### config.mk
export PLATFORM = sky130hd
export DESIGN_NAME = pulse_gen_multi
export DESIGN_NICKNAME = d
export VERILOG_FILES = /design/src/rtl/pulse_gen_multi.sv
export SDC_FILE = /design/constraint.sdc
export NUM_CORES = 1
export LEC_CHECK = 0
export ABC_AREA = 0
export BUFFER_PORTS_ARGS = -buffer_cell sky130_fd_sc_hd__buf_2
export CORE_AREA = 5 5 42 44
export CTS_CLUSTER_SIZE = 30
export DETAILED_ROUTE_END_ITERATION = 16
export DIE_AREA = 0 0 47 49
export SLEW_MARGIN = 10
export SYNTH_ARGS = -nofsm -noshare
export SYNTH_HDL_FRONTEND = slang
export SYNTH_SLANG_ARGS = --single-unit
### constraint.sdc
create_clock -name clk_i -period 1.1 [get_ports clk_i]
set_input_delay 0.11 -clock clk_i [delete_from_list [all_inputs] [get_ports clk_i]]
set_output_delay 0.11 -clock clk_i [all_outputs]
set_load 0.01 [all_outputs]
### src/rtl/pulse_gen_multi.sv
// Multi-channel edge-to-pulse generator: every lane turns a selected input edge
// into a same-cycle pulse, stretched to PULSE_LEN cycles and optionally held.
module pulse_gen_lane #(
  parameter int EDGE_MODE = 0,
  parameter int PULSE_LEN = 1,
  parameter int RETRIGGER = 1
) (
  input  logic clk_i,
  input  logic rst_i,
  input  logic sig_i,
  input  logic hold_i,
  output logic pulse_o,
  output logic missed_o
);
  localparam int CW = $clog2(PULSE_LEN + 1);
  localparam logic [CW-1:0] RELOAD = CW'(PULSE_LEN - 1);

  logic          prev_q, prev_d;
  logic [CW-1:0] cnt_q, cnt_d;
  logic          hold_q, hold_d;
  logic          missed_q, missed_d;
  logic          rise, fall, edge_det, active, busy, accept;

  always_comb begin
    rise     = sig_i & ~prev_q;
    fall     = ~sig_i & prev_q;
    edge_det = (EDGE_MODE == 0) ? rise : (EDGE_MODE == 1) ? fall : (rise | fall);
    active   = (EDGE_MODE == 0) ? sig_i : (EDGE_MODE == 1) ? ~sig_i : 1'b1;
    busy     = (cnt_q != '0);
    accept   = (RETRIGGER != 0) ? edge_det : (edge_det & ~busy);

    prev_d   = sig_i;
    cnt_d    = cnt_q;
    if (accept)    cnt_d = RELOAD;
    else if (busy) cnt_d = cnt_q - CW'(1);

    // Set wins over clear; in both-edge mode any other edge drops the hold.
    hold_d = hold_q;
    if (accept & hold_i)                  hold_d = 1'b1;
    else if (~hold_i | ~active)           hold_d = 1'b0;
    else if ((EDGE_MODE == 2) & edge_det) hold_d = 1'b0;

    missed_d = edge_det & busy & (RETRIGGER == 0);
    pulse_o  = ~rst_i & (accept | busy | (hold_q & hold_i & active));
  end

  always_ff @(posedge clk_i) begin
    if (rst_i) begin
      prev_q   <= 1'b0;
      cnt_q    <= '0;
      hold_q   <= 1'b0;
      missed_q <= 1'b0;
    end else begin
      prev_q   <= prev_d;
      cnt_q    <= cnt_d;
      hold_q   <= hold_d;
      missed_q <= missed_d;
    end
  end

  assign missed_o = missed_q;
endmodule

module pulse_gen_multi #(
  parameter int CHANNELS  = 4,
  parameter int EDGE_MODE = 0,
  parameter int PULSE_LEN = 1,
  parameter int RETRIGGER = 1
) (
  input  logic                clk_i,
  input  logic                rst_i,
  input  logic [CHANNELS-1:0] signal_in_i,
  input  logic [CHANNELS-1:0] hold_i,
  output logic [CHANNELS-1:0] pulse_out_o,
  output logic [CHANNELS-1:0] missed_o
);
  for (genvar c = 0; c < CHANNELS; c++) begin : g_lane
    pulse_gen_lane #(
      .EDGE_MODE(EDGE_MODE),
      .PULSE_LEN(PULSE_LEN),
      .RETRIGGER(RETRIGGER)
    ) u_lane (
      .clk_i   (clk_i),
      .rst_i   (rst_i),
      .sig_i   (signal_in_i[c]),
      .hold_i  (hold_i[c]),
      .pulse_o (pulse_out_o[c]),
      .missed_o(missed_o[c])
    );
  end
endmodule

==> flow_summary.yaml <==
worst_setup_path:
  cpPeakStageDelay_ns: 0.33
  start_kind: "flop"
  cp.arrival_ns: 1.06
  crit_chain: "inv_2 > a311oi_2 > buf_2"
  critPathCapture: "pulse_out_o[2]"
  crit_path_end_kind: "output port"
  critPathKind: "reg2out"
  worstPathRequired_ns: 0.99
  ff2ff_path_depth: 2
  timing.rr.start: "g_lane[3].u_lane.hold_q$_SDFFE_PP0P_"
  startpoint: "g_lane[2].u_lane.busy$_SDFF_PP0_"
  cp_slowest_cell: "dfxtp_2"
  r2r_setup_slack_ns: 0.39
  regToRegEndpoint: "g_lane[3].u_lane.hold_q$_SDFFE_PP0P_"
  worstPathMaxFanout: 2
detailed_routing:
  routed_wl_um: 742
  vias: 325
  drtIter0Drc: 0
  avgRoutedWirePerCell_um: 9.275
  dr.pass1.iters: 1
  viasPerCell: 4.063
  drtAntennaViolNets: 0
  drc_errors: 0
timing:
  rsz0062_at_grt: "yes"
  setup_viol_count_final: 4
  setup_ws_ns: -0.07447
  fin_crit_ns: 1.174
  hold_violations: 0
  skew_ns: 0.00003050
  final_max_slew_viol_count: 0
  fin_crit_sh: 1.068
  fmax_mhz: 851.4
flow_run:
  drv_cap: 0
clocking:
  cts_tree: "yes"
  hold_buffers: 0
  post-cts-setup-buffer-count: 0
  numCtsBuffers: 3
  cts_buffer_depth: 2
  h-tree-depth: 1
  clk_pin_slew_ns: 0.07
  cts_root_buf: "clkbuf_4"
  clock_latency_ns: 0.26
  cts.sinks: 12
placement:
  dp_hpwl_um: 557
  dp.cells: 77
  portBuffers: 13
  gp_congestion: 0.6193
  placed_area_um2: 520.5
global_route:
  grt_first_pass_wirelength_um: 1166
  grt_usage: 0.07295
  grt_max_degree: 9
  grtUsageMet2: 0.09276
  grt-busiest-layer: "met2"
  met3_usage: 0.02214
  grt_pass1_vias: 295
  antenna_found_initial: 0
  grt-ovfl-total: 0
  use_met1: 0.08501
logic_synthesis:
  ys_ff_latch: 12
  yosysWarnings: 0
  syn-instance-count: 49
  synth-seq-area-share: 0.5120
  syn_area_per_cell_um2: 9.576
  syn-cell-area_um2: 469.2
  ys_types: 10
floorplan:
  core_area_mm2: 0.001401
  rows: 14
  dieHeight_um: 49
  initial_core_util: 0.3348
  dieArea_mm2: 0.002303
  io_pins: 18
  fp.dieW_um: 47
cells_and_area:
  syn_to_final_growth_pct: 22.67
  fin_cells: 80
  drive_above_1_share: 0.5156
  fillers: 157
  final_nets: 76
  n_antenna_cell: 0
  fin_area_um2: 575.6
status:
  violations: "setup timing"
  status: "finished, violations left"
hold_path:
  hold_path_class: "in2reg"
power:
  p_leak_nw: 0.2748
  powerDensity_mw_per_mm2: 1411
  ir_drop_v: 0.0006757
## flip-flops by register name, summed over array words and instances, names as in the netlist
register	flops
g_lane.u_lane.busy	4
g_lane.u_lane.hold_q	4
g_lane.u_lane.prev_q	4
## metal layers
metal	share of wire	vias to the layer above
met2	0.47	10
met1	0.43	139
met4	0.018	0
met5	0	-
li1	-	174
met3	0.084	2
## cell families (layout without fill, tap and decap cells)
logic type      after synthesis  after routing  share of synthesized area
simple gates                 20             20                     0.2453
flops                        12             12                     0.5120
buf+inv                      12             20                     0.1600
compound gates                4              4                    0.07466
other cells                   1              8                   0.007992
## cell usage after synthesis
cell type | n | share of area
nand2b_1 | 4 | 0.053
buf_4 | 8 | 0.13
inv_1 | 4 | 0.032
and3_1 | 4 | 0.053
nor2b_2 | 4 | 0.075
nand2_1 | 4 | 0.032
dfxtp_1 | 12 | 0.51
conb_1 | 1 | 0.0080
a311oi_1 | 4 | 0.075
nor2_1 | 4 | 0.032
## critical path: cells and delay by family, from the launching register on
family                 cells  cell delay, ns
DFF                        1            0.33
buffers and inverters      2            0.21
AOI/OAI and AO/OA          1            0.26
## area by class of cell
class / count / area (um2) / share of cell area
clock buffers: 3 / 22.52 / 0.03913
inverters: 4 / 15.01 / 0.02609
multi-input cells: 32 / 205.2 / 0.3565
flip-flops and latches: 12 / 247.7 / 0.4304
well taps: 16 / 20.02 / 0.03478
repair buffers: 13 / 65.06 / 0.1130
## per-stage QoR
| step | hold slack (ns) | utilization | setup TNS [ns] | total power, mW | worst slack [ns] |
|---|---|---|---|---|---|
| global placement | 0.3541 | 0.3714 | 0 | 0.5530 | 0.2116 |
| detailed placement | 0.3573 | 0.3714 | 0 | 0.5545 | 0.1996 |
| CTS | 0.07886 | 0.3929 | -0.2784 | 0.8159 | -0.08428 |
| floorplan | 0.1803 | - | 0 | 0.5405 | 0.2586 |
| finish | 0.08335 | 0.4107 | -0.1764 | 0.8123 | -0.07447 |
| global route | 0.09287 | 0.4107 | -0.3769 | 0.8602 | -0.1339 |
## cells in the final DEF (no fill, tap or decap)
| master | n |
|---|---|
| dfxtp_2 | 6 |
| and3_1 | 4 |
| nor2_1 | 4 |
| nand2_1 | 4 |
| conb_1 | 8 |
| nor2b_2 | 4 |
| inv_2 | 3 |
| clkbuf_4 | 3 |
| inv_1 | 1 |
| buf_2 | 13 |
| nand2b_1 | 4 |
| dfxtp_1 | 6 |
| a311oi_2 | 4 |
## worst min path at each step
stage,startpoint,to,depth (start not counted)
floorplan,rst_i,g_lane[0].u_lane.prev_q$_SDFF_PP0_,1
global placement,hold_i[0],g_lane[0].u_lane.hold_q$_SDFFE_PP0P_,2
detailed placement,hold_i[3],g_lane[3].u_lane.hold_q$_SDFFE_PP0P_,2
CTS,hold_i[3],g_lane[3].u_lane.hold_q$_SDFFE_PP0P_,2
global route,hold_i[1],g_lane[1].u_lane.hold_q$_SDFFE_PP0P_,2
finish,hold_i[3],g_lane[3].u_lane.hold_q$_SDFFE_PP0P_,2
## repair_timing
action	in CTS	in global routing
gates resized for setup	8	5
pin swaps	5	1
gates cloned	0	0
setup endpoints to repair	4	4
## power by group
group | switching, mW | internal [mW] | total, mW
Sequential | 0.0111 | 0.458 | 0.469
Clock | 0.128 | 0.126 | 0.255
Combinational | 0.0459 | 0.0429 | 0.0887
Total | 0.185 | 0.627 | 0.812
Power figures use the tool's default switching activity.
